## src/rtl/serial_subtractor_ctrl_if.sv

```systemverilog
// Purpose: host <-> bit-serial subtractor controller bundle (start/busy/done + operands/result).
// Latency: n/a (signal bundle only).
// Backpressure: none; start is only honoured while the controller is idle.
// Ports: master = host (drives start/a/b/bin), slave = controller (drives busy/done/diff/borrow_out).
interface serial_subtractor_ctrl_if #(
    parameter int WIDTH = 8
);
    logic             start;
    logic [WIDTH-1:0] a;
    logic [WIDTH-1:0] b;
    logic             bin;
    logic             busy;
    logic             done;
    logic [WIDTH-1:0] diff;
    logic             borrow_out;

    modport master (
        output start, a, b, bin,
        input  busy, done, diff, borrow_out
    );

    modport slave (
        input  start, a, b, bin,
        output busy, done, diff, borrow_out
    );
endinterface

```

## src/rtl/serial_subtractor_ctrl.sv

```systemverilog
// Purpose: bit-serial a - b - bin using one 1-bit full-subtractor cell, LSB first.
// Latency: done pulses WIDTH edges after the accepting start edge; one op per WIDTH+2 cycles.
// Backpressure: start is sampled only in IDLE; requests while busy/done are dropped, not queued.
// Ports: clock (rising edge), reset_n (async active-low), bus (slave modport):
//        start/a/b/bin in, busy/done/diff/borrow_out out (all outputs registered).
module serial_subtractor_ctrl #(
    parameter int WIDTH = 8
) (
    input  logic                    clock,
    input  logic                    reset_n,
    serial_subtractor_ctrl_if.slave bus
);
    localparam int CW = (WIDTH <= 2) ? 1 : $clog2(WIDTH);
    localparam logic [CW-1:0] LAST = CW'(WIDTH - 1);

    typedef enum logic [1:0] {
        ST_IDLE = 2'd0,
        ST_RUN  = 2'd1,
        ST_DONE = 2'd2
    } state_t;

    state_t           state;
    logic [WIDTH-1:0] a_sh;
    logic [WIDTH-1:0] b_sh;
    logic [WIDTH-1:0] res_sh;
    logic             brw;
    logic [CW-1:0]    cnt;

    logic             busy_q;
    logic             done_q;
    logic [WIDTH-1:0] diff_q;
    logic             borrow_q;

    // Shared 1-bit full-subtractor cell on the current LSBs and the held borrow.
    logic             x;
    logic             y;
    logic             z;
    logic             d_bit;
    logic             b_bit;
    logic [WIDTH-1:0] res_next;

    assign x        = a_sh[0];
    assign y        = b_sh[0];
    assign z        = brw;
    assign d_bit    = x ^ y ^ z;
    assign b_bit    = (~x & y) | (~x & z) | (y & z);
    // Result bits enter at the MSB so after WIDTH shifts bit 0 lands at diff[0].
    assign res_next = {d_bit, res_sh[WIDTH-1:1]};

    always_ff @(posedge clock or negedge reset_n) begin
        if (!reset_n) begin
            state    <= ST_IDLE;
            a_sh     <= '0;
            b_sh     <= '0;
            res_sh   <= '0;
            brw      <= 1'b0;
            cnt      <= '0;
            busy_q   <= 1'b0;
            done_q   <= 1'b0;
            diff_q   <= '0;
            borrow_q <= 1'b0;
        end else begin
            case (state)
                ST_IDLE: begin
                    busy_q <= 1'b0;
                    done_q <= 1'b0;
                    if (bus.start) begin
                        a_sh   <= bus.a;
                        b_sh   <= bus.b;
                        brw    <= bus.bin;
                        cnt    <= '0;
                        res_sh <= '0;
                        busy_q <= 1'b1;
                        state  <= ST_RUN;
                    end
                end
                ST_RUN: begin
                    res_sh <= res_next;
                    a_sh   <= a_sh >> 1;
                    b_sh   <= b_sh >> 1;
                    brw    <= b_bit;
                    if (cnt == LAST) begin
                        // Final bit: publish the whole result at once so diff never
                        // shows a partially shifted value. cnt stays at WIDTH-1.
                        diff_q   <= res_next;
                        borrow_q <= b_bit;
                        busy_q   <= 1'b0;
                        done_q   <= 1'b1;
                        state    <= ST_DONE;
                    end else begin
                        cnt <= cnt + 1'b1;
                    end
                end
                ST_DONE: begin
                    busy_q <= 1'b0;
                    done_q <= 1'b0;
                    state  <= ST_IDLE;
                end
                default: begin
                    busy_q <= 1'b0;
                    done_q <= 1'b0;
                    state  <= ST_IDLE;
                end
            endcase
        end
    end

    assign bus.busy       = busy_q;
    assign bus.done       = done_q;
    assign bus.diff       = diff_q;
    assign bus.borrow_out = borrow_q;
endmodule

```

## src/flat_wrapper.sv

```systemverilog
// flat-port wrapper written by rule: the top's interface ports become plain ports
module serial_subtractor_ctrl_flat 
#(
    parameter int WIDTH = 8
)
  (clock, reset_n, bus_start, bus_a, bus_b, bus_bin, bus_busy, bus_done, bus_diff, bus_borrow_out);
  serial_subtractor_ctrl_if #(.WIDTH(WIDTH)) bus_i ();
  input  logic clock;
  input  logic reset_n;
  input wire logic [$bits(bus_i.start)-1:0] bus_start;
  input wire logic [$bits(bus_i.a)-1:0] bus_a;
  input wire logic [$bits(bus_i.b)-1:0] bus_b;
  input wire logic [$bits(bus_i.bin)-1:0] bus_bin;
  output wire logic [$bits(bus_i.busy)-1:0] bus_busy;
  output wire logic [$bits(bus_i.done)-1:0] bus_done;
  output wire logic [$bits(bus_i.diff)-1:0] bus_diff;
  output wire logic [$bits(bus_i.borrow_out)-1:0] bus_borrow_out;
  assign bus_i.start = bus_start;
  assign bus_i.a = bus_a;
  assign bus_i.b = bus_b;
  assign bus_i.bin = bus_bin;
  assign bus_busy = bus_i.busy;
  assign bus_done = bus_i.done;
  assign bus_diff = bus_i.diff;
  assign bus_borrow_out = bus_i.borrow_out;
  serial_subtractor_ctrl #(.WIDTH(WIDTH)) u_core (.clock(clock), .reset_n(reset_n), .bus(bus_i));
endmodule
```

## config.mk

```make
export PLATFORM = sky130hd
export DESIGN_NAME = serial_subtractor_ctrl_flat
export DESIGN_NICKNAME = d
export VERILOG_FILES = /design/src/rtl/serial_subtractor_ctrl_if.sv /design/src/rtl/serial_subtractor_ctrl.sv /design/src/flat_wrapper.sv
export SDC_FILE = /design/constraint.sdc
export NUM_CORES = 1
export LEC_CHECK = 0
export BUFFER_PORTS_ARGS = -buffer_cell sky130_fd_sc_hd__buf_2
export CAP_MARGIN = 0
export CORE_MARGIN = 3
export CORE_UTILIZATION = 40
export DETAILED_ROUTE_END_ITERATION = 7
export PLACE_DENSITY = 0.7
export SYNTH_ARGS = -nofsm -noshare
export SYNTH_HDL_FRONTEND = slang
export SYNTH_SLANG_ARGS = --single-unit
```

## constraint.sdc

```tcl
create_clock -name clock -period 1.4 [get_ports clock]
set_input_delay 0.14 -clock clock [delete_from_list [all_inputs] [get_ports clock]]
set_output_delay 0.14 -clock clock [all_outputs]
set_load 0.01 [all_outputs]
```

## Word level (Yosys, flattened, before mapping)

Cells that the tools add are included.

- Output and inout port bits: 11
- Bits in registers: 41
- Logic and storage cells: 49

- Equal/unequal tests: 5
- $add $sub $neg: 1
- Reduce and logical (&&, ||, !) cells: 6
- Mux-type cells: 19
- Bitwise operators: 8

Operators by type and width:

| operator | count |
|---|---|
| 8-bit one-hot mux with 2 select lines | 3 |
| 8-bit two-way mux | 3 |
| 3-bit two-way mux | 2 |
| 3-bit one-hot mux with 2 select lines | 1 |
| 2-bit AND reduction | 3 |
| 1-bit two-way mux | 5 |
| 2-bit two-way mux | 2 |
| 2-bit != test, second input constant | 2 |
| 1-bit one-hot mux with 2 select lines | 2 |
| 2-bit one-hot mux with 2 select lines | 1 |
| 3-bit by 1-bit adder with 3-bit output, second input constant | 1 |
| 1-bit AND | 3 |
| 3-bit equality test, second input constant | 1 |
| 3-bit AND reduction | 1 |
| 2-bit by 1-bit equality test with 1-bit output, second input constant | 1 |
| 2-bit zero test | 1 |
| 2-bit by 1-bit != test with 1-bit output, second input constant | 1 |
| 1-bit bitwise OR | 2 |
| 2-bit nonzero test | 1 |
| 1-bit bitwise XOR | 2 |
| 1-bit inverter | 1 |

## Logic depth before layout (Yosys ltp)

Gate-level depths: netlist of run 1.

- Word-level depth: 5
- Mapped depth: 7
- Gate-level depth less buffers: 5

## Least setup slack after synthesis of run 1

No wires, ideal clock.

- Kind: reg-to-reg
- From: register u_core.cnt[0]
- To: register u_core.borrow_q, in the netlist u_core.bus.borrow_out
- Setup time: 0.125 ns
- Data required time: 1.275 ns
- Path slack: -0.146 ns
- Stages on the path, launching flop included: 7
- Buffers on the path: 2
- Arrival: 1.421 ns
- Cell sequence: dfrtp_1 -> ha_1 -> ha_1 -> buf_2 -> nand3b_4 -> buf_6 -> mux2_4

- Longest elaborated chain between the ends: 2

Ends and longest elaborated chain:

| element | line | source |
|---|---|---|
| start: declaration | serial_subtractor_ctrl.sv:27 | `logic [CW-1:0] cnt;` |
| start signal: assignment | serial_subtractor_ctrl.sv:91 | `cnt <= cnt + 1'b1;` |
| 3-bit equality test | serial_subtractor_ctrl.sv:82 | `if (cnt == LAST) begin` |
| 2-bit AND reduction (no source line) | n/a |  |
| end signal: assignment | serial_subtractor_ctrl.sv:86 | `borrow_q <= b_bit;` |
| end: declaration | serial_subtractor_ctrl.sv:32 | `logic borrow_q;` |

No other way between the ends.
A chain may end at the register's enable or synchronous reset.

## Final worst setup path of run 1

- From: register u_core.cnt[1]
- To: register u_core.borrow_q, in the netlist u_core.bus.borrow_out

The elaborated chain is that of the path after synthesis.

==> results of run 1 <==
[per-stage QoR]
stage          hold WS, ns  utilization, %  setup TNS, ns  total power [uW]
6_report             0.104            52.9              0              4660
5_1_grt              0.114            52.9        -0.0343              5030
4_1_cts             0.0988            52.1              0              4640
3_5_place_dp         0.230            49.2        -0.0234              3790
3_3_place_gp         0.224            49.2       -0.00460              3730
2_1_floorplan       -0.156               -         -0.467              3240
[cells in the final DEF, fill, tap and decap left out, types with 2 or more instances in the layout]
cell type,n
dfrtp_1,39
buf_2,30
nor3_1,25
buf_4,13
nor2_1,12
nand2_1,11
o21ai_0,9
mux2_4,8
nand2b_1,7
a22o_1,6
clkbuf_8,6
a221o_1,5
inv_1,3
nand3b_1,3
a21oi_1,3
o21ai_1,3
o221a_2,2
clkinvlp_4,2
[registers in the layout (all words and copies together) (netlist names)]
name                   cells
u_core.bus.busy            1
u_core.state               2
u_core.brw                 1
u_core.b_sh                8
u_core.bus.diff            8
u_core.a_sh                8
u_core.res_sh              7
u_core.bus.borrow_out      1
u_core.bus.done            1
u_core.cnt                 3
[power breakdown]
part           switching [uW]  internal [uW]
sequential                372           1670
clock                     416            399
combinational             836            974
total                    1620           3040
[cell families after synthesis]
logic type               after synthesis  synth area share [%]
flip-flops                            40                  54.9
AND/OR/NAND/NOR                       63                  17.8
buffers and inverters                 15                  5.14
multiplexers                           8                  6.38
AO/OA/AOI/OAI                         33                  13.3
adder cells (fa/ha/maj)                3                  2.47
[how the worst max path moves through the flow]
stage | end | startpoint | slack (ns) | depth (start not counted)
after floorplan | u_core.bus.borrow_out | u_core.cnt[0] | -0.07 | 6
after global placement | u_core.bus.diff[5] | u_core.cnt[1] | -0.005 | 4
after detailed placement | u_core.bus.diff[5] | u_core.cnt[1] | -0.02 | 4
after CTS | u_core.cnt[2] | u_core.cnt[1] | 0.008 | 6
after global routing | u_core.cnt[1] | u_core.cnt[1] | -0.02 | 6
final | u_core.bus.borrow_out | u_core.cnt[1] | 0.03 | 4
[cell usage after synthesis, drive strengths merged]
| library cell | instances |
|---|---|
| buf | 11 |
| o21ba | 1 |
| nor2b | 1 |
| fa | 1 |
| nand3b | 4 |
| a21oi | 3 |
| dfrtp | 40 |
| mux2 | 8 |
| o221a | 2 |
| nand2b | 8 |
| a32o | 1 |
| nor2 | 14 |
| a22oi | 2 |
| clkbuf | 1 |
| nor3 | 25 |
| o21ai | 12 |
| o21bai | 1 |
| inv | 3 |
| ha | 2 |
| a221o | 5 |
| a22o | 6 |
| nand2 | 11 |
[layout make-up]
type                            instances  share of cell area, %
Sequential cell                        40                   45.1
Timing Repair Buffer                   45                   12.1
Clock inverter                          2                  0.676
Multi-Input combinational cell        108                   35.0
Tap cell                               50                   2.82
Inverter                                3                  0.507
Clock buffer                            6                   3.72
[worst max-delay path, cell delays in order, from the launching register on]
cell and delay (ns):
dfrtp_1 0.41, ha_2 0.20, ha_4 0.18, nand3b_2 0.16
mux2_4 0.31
[metal layers]
| metal | part of all wire [%] | vias to the layer above |
|---|---|---|
| met4 | 1.6 | 0 |
| met1 | 48 | 649 |
| met2 | 46 | 29 |
| met3 | 4.4 | 7 |
| li1 | - | 660 |
| met5 | 0 | - |
[repair_timing]
action	in CTS	in global routing
setup endpoints to repair	9	18
buffers inserted	0	1
hold buffers	1	0
endpoints found under the hold margin	40	0
gates resized for setup	3	8
pin swaps	0	2
gates cloned	1	0
==> results.py, run 1 <==
metrics = {
    "hold_path": {
        "hold_depth": 3,
        "worstHoldStart": "bus_a[7]",
        "hp-class": "in2reg",
        "hold_end": "u_core.a_sh[7]",
    },
    "floorplanning": {
        "die_w_um": 73.5,
        "row_count": 23,
        "coreArea_um2": 4200,
        "die_y_um": 73.5,
        "ios": 31,
        "start_util_pct": 43.4,
        "dieArea_um2": 5410,
    },
    "yosys": {
        "synth_area_um2": 1820,
        "yosys_warnings": 0,
        "syn-num-nets": 185,
        "synth.yosys.seq_area_share_pct": 54.9,
        "avgSynthCellArea_um2": 11.3,
        "ys_ff_latch": 40,
        "yosys.area.top_type": "dfrtp_1",
        "ys_top_cells_by_area": "dfrtp_1 55%, nor3_1 6.9%, mux2_4 5.8%, o21ai_0 3.3%, nor2_1 2.9%",
        "yosys.area.top_type_share_pct": 54.9,
        "synth_cell_types": 27,
        "netlist_instances": 162,
    },
    "drt": {
        "ant_nets": 0,
        "drt-vias-per-instance": 5.30,
        "drt_iter0_drc": 43,
        "drc": 0,
        "dr.pass1.iters": 4,
        "routedWlPerCell_um": 14.1,
        "wirelength_mm": 3.59,
        "num_vias": 1345,
    },
    "clock_tree": {
        "insertion_delay_ns": 0.30,
        "ctsRootBufferMaster": "clkbuf_8",
        "cts_buffers": 5,
        "cts.sinks": 40,
        "clk_path_buf_depth": 2,
        "cts_tree": "built",
        "cts_htree_levels": 2,
        "path_clk_slew_ns": 0.08,
    },
    "grt": {
        "met2_usage_pct": 21.9,
        "grtUsageTotal_pct": 14.4,
        "grt_pass1_wl_mm": 5.92,
        "grtUsageMet3_pct": 3.42,
        "grt_pass1_vias": 1270,
        "grt_overflow": 0,
        "antenna_found_initial": 0,
        "met1_usage_pct": 19.6,
        "grt_max_degree": 41,
        "grt_most_used_layer": "met2",
    },
    "power_and_ir_drop": {
        "leakage_uw": 0.00108,
        "power.density_nw_per_um2": 2100,
        "vdd_drop_max_mv": 0.960,
    },
    "critical_path": {
        "critPathArrivalTime_ns": 1.56,
        "cp-start-kind": "flop",
        "worst_r2r_endpoint": "u_core.bus.borrow_out",
        "critPathMaxFanout": 4,
        "ff2ff_path_depth": 4,
        "cp.required_ns": 1.59,
        "crit_type": "reg2reg",
        "worstSetupEndpointType": "flop",
        "r2r-start": "u_core.cnt[1]",
        "r2r_slack_ns": 0.03,
    },
    "placement": {
        "dp_cells": 243,
        "gp_congestion": 0.742,
        "dp_hpwl_mm": 2.49,
        "port_buffers": 30,
        "placed_area_um2": 2070,
        "post-place-ws_ns": -0.0234,
    },
    "timing": {
        "period_needed_ns": 1.37,
        "fin_skew_ns": 0.0105,
        "post-route-period-util_pct": 97.8,
        "slew_violations": 0,
        "worst_slew_pin_slew_ns": 0.488,
        "rsz0062_at_grt": "true",
        "layout_setup_ws_ns": 0.0314,
        "slew_headroom_pct": 67.4,
        "setup_viol": 0,
        "timing.final.hold_violations": 0,
        "fmax_mhz": 731,
    },
    "finish": {
        "nFillCells": 385,
        "stdcell_area_um2": 2220,
        "nets": 226,
        "drive_above_1_share_pct": 35.3,
        "regArea_um2": 1000,
        "multi_input_area_um2": 778,
        "final_cells": 254,
        "syn2layout_area_growth_pct": 21.7,
        "antenna_cells": 0,
    },
    "job": {
        "max-cap-violations": 0,
    },
    "run_status": {
        "status": "finished, final reports clean",
    },
}
(Power assumes the default switching activity.)
==> run 2: changes to the inputs <==
PLACE_DENSITY = 0.68   (was 0.7)
clock period = 1.7 ns   (was 1.4 ns; I/O delays follow)
==> results.py, run 2 (synthesis results as in run 1) <==
metrics = {
    "critical_path": {
        "r2r_slack_ns": 0.18,
        "critPathBufInv": 0,
        "crit_slowest_cell": "dfrtp_1",
        "critPathArrivalTime_ns": 1.70,
        "r2r-start": "u_core.cnt[0]",
        "critPathMaxFanout": 11,
        "worstSetupEndpointType": "flop",
        "cp_num_cells": 4,
        "cp_common_cell": "ha_1",
        "cp-start-kind": "flop",
        "cp_top_family": "adder cells",
        "worst_r2r_endpoint": "u_core.bus.diff[5]",
        "endpoint": "u_core.bus.diff[5]",
        "critPathLaunch": "u_core.cnt[0]",
        "path_cells": "ha_1 > ha_1 > nand3b_4 > mux2_2",
        "cpPeakStageDelay_ns": 0.41,
        "crit_type": "reg2reg",
        "cp.required_ns": 1.88,
        "ff2ff_path_depth": 4,
    },
    "floorplanning": {
        "row_count": 23,
        "start_util_pct": 43.4,
        "dieArea_um2": 5410,
        "die_w_um": 73.5,
        "ios": 31,
        "coreArea_um2": 4200,
        "die_y_um": 73.5,
    },
    "power_and_ir_drop": {
        "p_total_uw": 3600,
        "power.density_nw_per_um2": 1710,
        "vdd_drop_max_mv": 0.648,
        "leakage_uw": 0.00104,
    },
    "clock_tree": {
        "cts_buffers": 5,
        "cts_tree": "built",
        "path_clk_slew_ns": 0.07,
        "clk_path_buf_depth": 2,
        "insertion_delay_ns": 0.29,
        "ctsRootBufferMaster": "clkbuf_8",
        "cts.sinks": 40,
        "post_cts_resized": 0,
        "cts_htree_levels": 2,
    },
    "timing": {
        "fin_skew_ns": 0.00488,
        "timing.final.hold_violations": 0,
        "holdWs_ns": 0.128,
        "setup_viol": 0,
        "rsz0062_at_grt": "false",
        "fmax_mhz": 657,
        "post-route-period-util_pct": 89.5,
        "slew_headroom_pct": 50.8,
        "period_needed_ns": 1.52,
        "slew_violations": 0,
        "worst_slew_pin_slew_ns": 0.735,
        "finalSetupTns_ns": 0,
    },
    "drt": {
        "drt_iter0_drc": 73,
        "ant_nets": 0,
        "routedWlPerCell_um": 14.3,
        "dr.pass1.iters": 4,
        "wirelength_mm": 3.53,
        "drc": 0,
        "num_vias": 1305,
        "drt-vias-per-instance": 5.30,
    },
    "finish": {
        "syn2layout_area_growth_pct": 15.4,
        "stdcell_area_um2": 2110,
        "final_cells": 246,
        "antenna_cells": 0,
        "drive_above_1_share_pct": 29.1,
        "layout_commonest_cell": "dfrtp_1",
        "final_cell_mix": "40 x dfrtp_1, 30 x buf_2, 25 x nor3_1",
        "nets": 219,
    },
    "grt": {
        "grt_pass1_wl_mm": 6.31,
        "grt_overflow": 0,
        "grtUsageTotal_pct": 15.2,
        "grt_pass1_vias": 1328,
        "grt_max_degree": 24,
        "antenna_found_initial": 0,
    },
    "hold_path": {
        "hp-class": "in2reg",
    },
    "job": {
        "max-cap-violations": 0,
    },
    "placement": {
        "gp_congestion": 0.744,
        "dp_hpwl_mm": 2.50,
        "port_buffers": 30,
        "placed_area_um2": 2010,
        "dp_cells": 238,
    },
    "run_status": {
        "status": "finished, final reports clean",
    },
}
-- run 2: cell count changes in the layout (fill, tap and decap cells not counted), sizes merged --
cell      before  now
buf           44   38
clkbuf         6    5
clkinv         0    1
clkinvlp       2    1
nand3b         5    4
-- run 2: per-stage QoR --
stage | setup slack (ns) | utilization, %
finish | 0.178 | 50.1
global route | 0.0691 | 50.1
CTS | 0.164 | 50.1
detailed placement | 0.190 | 47.9
global placement | 0.226 | 47.9
floorplan | 0.154 | -
-- run 2: area by class of cell --
cell class / count / area (um^2)
fill: 393 / 2100
timing repair buffer: 39 / 220
tap: 50 / 62.6
clock buffer: 5 / 68.8
inverter: 3 / 11.3
sequential: 40 / 1000
multi-input combinational: 107 / 729
clock inverter: 2 / 12.5
-- run 2: what timing repair did --
action                    in CTS  in global routing
buffers inserted               0                  0
hold buffers                   1                  0
hold endpoints to repair      21                  0
-- run 2: where the power goes --
part / switching (uW) / internal, uW / leakage [uW] / total (uW)
sequential: 297 / 1370 / 0.000497 / 1670
combinational: 640 / 684 / 0.000501 / 1320
clock: 326 / 278 / 0.0000400 / 604
total: 1260 / 2330 / 0.00104 / 3600
-- run 2: worst min path at each step --
stage	from	end	slack, ns	cells past startpoint
global route	bus_a[7]	u_core.a_sh[7]	0.14	3
global placement	reset_n	u_core.bus.diff[1]	0.16	1
floorplan	reset_n	u_core.a_sh[0]	-0.13	0
finish	bus_a[7]	u_core.a_sh[7]	0.13	3
detailed placement	reset_n	u_core.bus.diff[1]	0.17	1
CTS	bus_a[7]	u_core.a_sh[7]	0.12	3
-- run 2: metal layers --
| metal | GRT usage (%) | share of wire [%] |
|---|---|---|
| met1 | 20.8 | 48 |
| met5 | 0 | 0 |
| met4 | 6.04 | 1.2 |
| met2 | 23.4 | 46 |
| met3 | 3.56 | 5.3 |
-- run 2: worst reg2reg max path, delay by kind of cell, from the launching register on --
| family | cells | cell delay (ns) |
|---|---|---|
| AND/OR/NAND/NOR | 1 | 0.20 |
| multiplexers | 1 | 0.36 |
| adder cells (fa/ha/maj) | 2 | 0.44 |
| flip-flops | 1 | 0.41 |
==> run 3: changes to the inputs <==
CELL_PAD_IN_SITES_DETAIL_PLACEMENT = 0   (was not set)
CELL_PAD_IN_SITES_GLOBAL_PLACEMENT = 1   (was not set)
HOLD_SLACK_MARGIN = 0.03   (was not set)
PLACE_DENSITY = not set   (was 0.68)
PLACE_DENSITY_LB_ADDON = 0.12   (was not set)
==> results.py, run 3 (synthesis results as in run 1) <==
metrics = {
    "floorplanning": {
        "die_w_um": 73.5,
        "die_y_um": 73.5,
        "dieArea_um2": 5410,
        "start_util_pct": 43.4,
        "row_count": 23,
        "ios": 31,
        "coreArea_um2": 4200,
    },
    "job": {
        "max-cap-violations": 0,
    },
    "clock_tree": {
        "ctsRootBufferMaster": "clkbuf_8",
        "post_cts_resized": 0,
        "cts_buffers": 5,
        "insertion_delay_ns": 0.29,
        "clk_path_buf_depth": 2,
        "cts_tree": "built",
        "cts_htree_levels": 2,
        "cts.sinks": 40,
        "path_clk_slew_ns": 0.08,
    },
    "drt": {
        "drt_iter0_drc": 37,
        "drc": 0,
        "ant_nets": 0,
        "num_vias": 1327,
        "routedWlPerCell_um": 14.9,
        "dr.pass1.iters": 4,
        "wirelength_mm": 3.67,
        "drt-vias-per-instance": 5.37,
    },
    "power_and_ir_drop": {
        "leakage_uw": 0.00106,
        "vdd_drop_max_mv": 0.562,
        "p_total_uw": 3820,
        "power.density_nw_per_um2": 1780,
    },
    "finish": {
        "syn2layout_area_growth_pct": 17.6,
        "layout_commonest_cell": "dfrtp_1",
        "final_cells": 247,
        "nets": 219,
        "drive_above_1_share_pct": 29.4,
        "antenna_cells": 0,
        "final_cell_mix": "40 x dfrtp_1, 30 x buf_2, 25 x nor3_1",
    },
    "timing": {
        "fmax_mhz": 668,
        "setup_viol": 0,
        "post-route-period-util_pct": 88.1,
        "period_needed_ns": 1.50,
        "slew_violations": 0,
        "slew_headroom_pct": 43.1,
        "worst_slew_pin_slew_ns": 0.851,
        "finalSetupTns_ns": 0,
        "holdWs_ns": 0.131,
        "fin_skew_ns": 0.00852,
        "rsz0062_at_grt": "false",
        "timing.final.hold_violations": 0,
    },
    "placement": {
        "dp_hpwl_mm": 2.60,
        "port_buffers": 30,
        "gp_congestion": 0.725,
        "dp_cells": 238,
    },
    "critical_path": {
        "worstSetupEndpointType": "flop",
        "cpPeakStageDelay_ns": 0.41,
        "cp.required_ns": 1.88,
        "critPathMaxFanout": 11,
        "crit_slowest_cell": "dfrtp_1",
        "cp-start-kind": "flop",
        "cp_common_cell": "ha_1",
        "path_cells": "ha_1 > ha_1 > nand3b_4 > mux2_2",
        "critPathArrivalTime_ns": 1.68,
        "crit_type": "reg2reg",
    },
    "grt": {
        "grt_max_degree": 20,
        "antenna_found_initial": 0,
        "grt_pass1_vias": 1248,
        "grtUsageTotal_pct": 14.8,
        "grt_overflow": 0,
        "grt_pass1_wl_mm": 6.15,
    },
    "run_status": {
        "status": "finished, final reports clean",
    },
    "hold_path": {
        "hp-class": "in2reg",
    },
}
## run 3: changes by cell type in the layout (fill, tap and decap cells not counted), sizes merged
cell / change
clkinvlp: -1
bufinv: +1
clkbuf: +1
## run 3: path summary, 6_finish.rpt
check	slack, ns	depth (start not counted)	endpoint	from
max	0.20	4	u_core.bus.diff[5]	u_core.cnt[0]
min	0.13	3	u_core.a_sh[7]	bus_a[7]
max reg2reg	0.20	4	u_core.bus.diff[5]	u_core.cnt[0]
min reg2reg	0.51	1	u_core.b_sh[7]	u_core.b_sh[7]
max in group asynchronous	0.84	3	u_core.bus.done	reset_n
min in group asynchronous	0.34	2	u_core.bus.borrow_out	reset_n
## run 3: power breakdown
group | total (uW) | leakage [uW] | switching [uW] | internal [uW]
clock network | 814 | 0.0000614 | 334 | 480
registers | 1660 | 0.000497 | 289 | 1370
logic | 1350 | 0.000502 | 662 | 684
## run 3: metal layers
layer / routed length [um] / track usage (%) / up-vias
li1: - / - / 639
met1: 1760 / 20.3 / 646
met2: 1670 / 22.6 / 36
met3: 193 / 4.65 / 6
met4: 46 / 4.23 / 0
met5: 0 / 0 / -
## run 3: what timing repair did
action,4_1_cts,5_1_grt
setup endpoints to repair,0,0
hold endpoints to repair,17,0
hold buffers,1,0
setup buffers,0,0
## run 3: cell type report
cell class	count	area (um^2)
well taps	50	62.6
flip-flops and latches	40	1000
clock inverters	2	38.8
fillers	404	2060
clock buffers	6	82.6
multi-input cells	107	729
inverters	3	11.3
repair buffers	39	220
## run 3: worst max-delay path: cells and delay by family, from the launching register on
family,cells,cell delay [ns]
flops,1,0.41
mux,1,0.35
simple gates,1,0.20
fa+ha+maj,2,0.43
## run 3: metrics by stage
| step | setup slack, ns | util (%) | area, um^2 |
|---|---|---|---|
| final | 0.203 | 51.1 | 2150 |
| after global routing | 0.0753 | 51.1 | 2150 |
| after CTS | 0.195 | 51.1 | 2150 |
| after detailed placement | 0.205 | 47.9 | 2010 |
| after global placement | 0.220 | 47.9 | 2010 |
| after floorplan | 0.154 | - | 1820 |
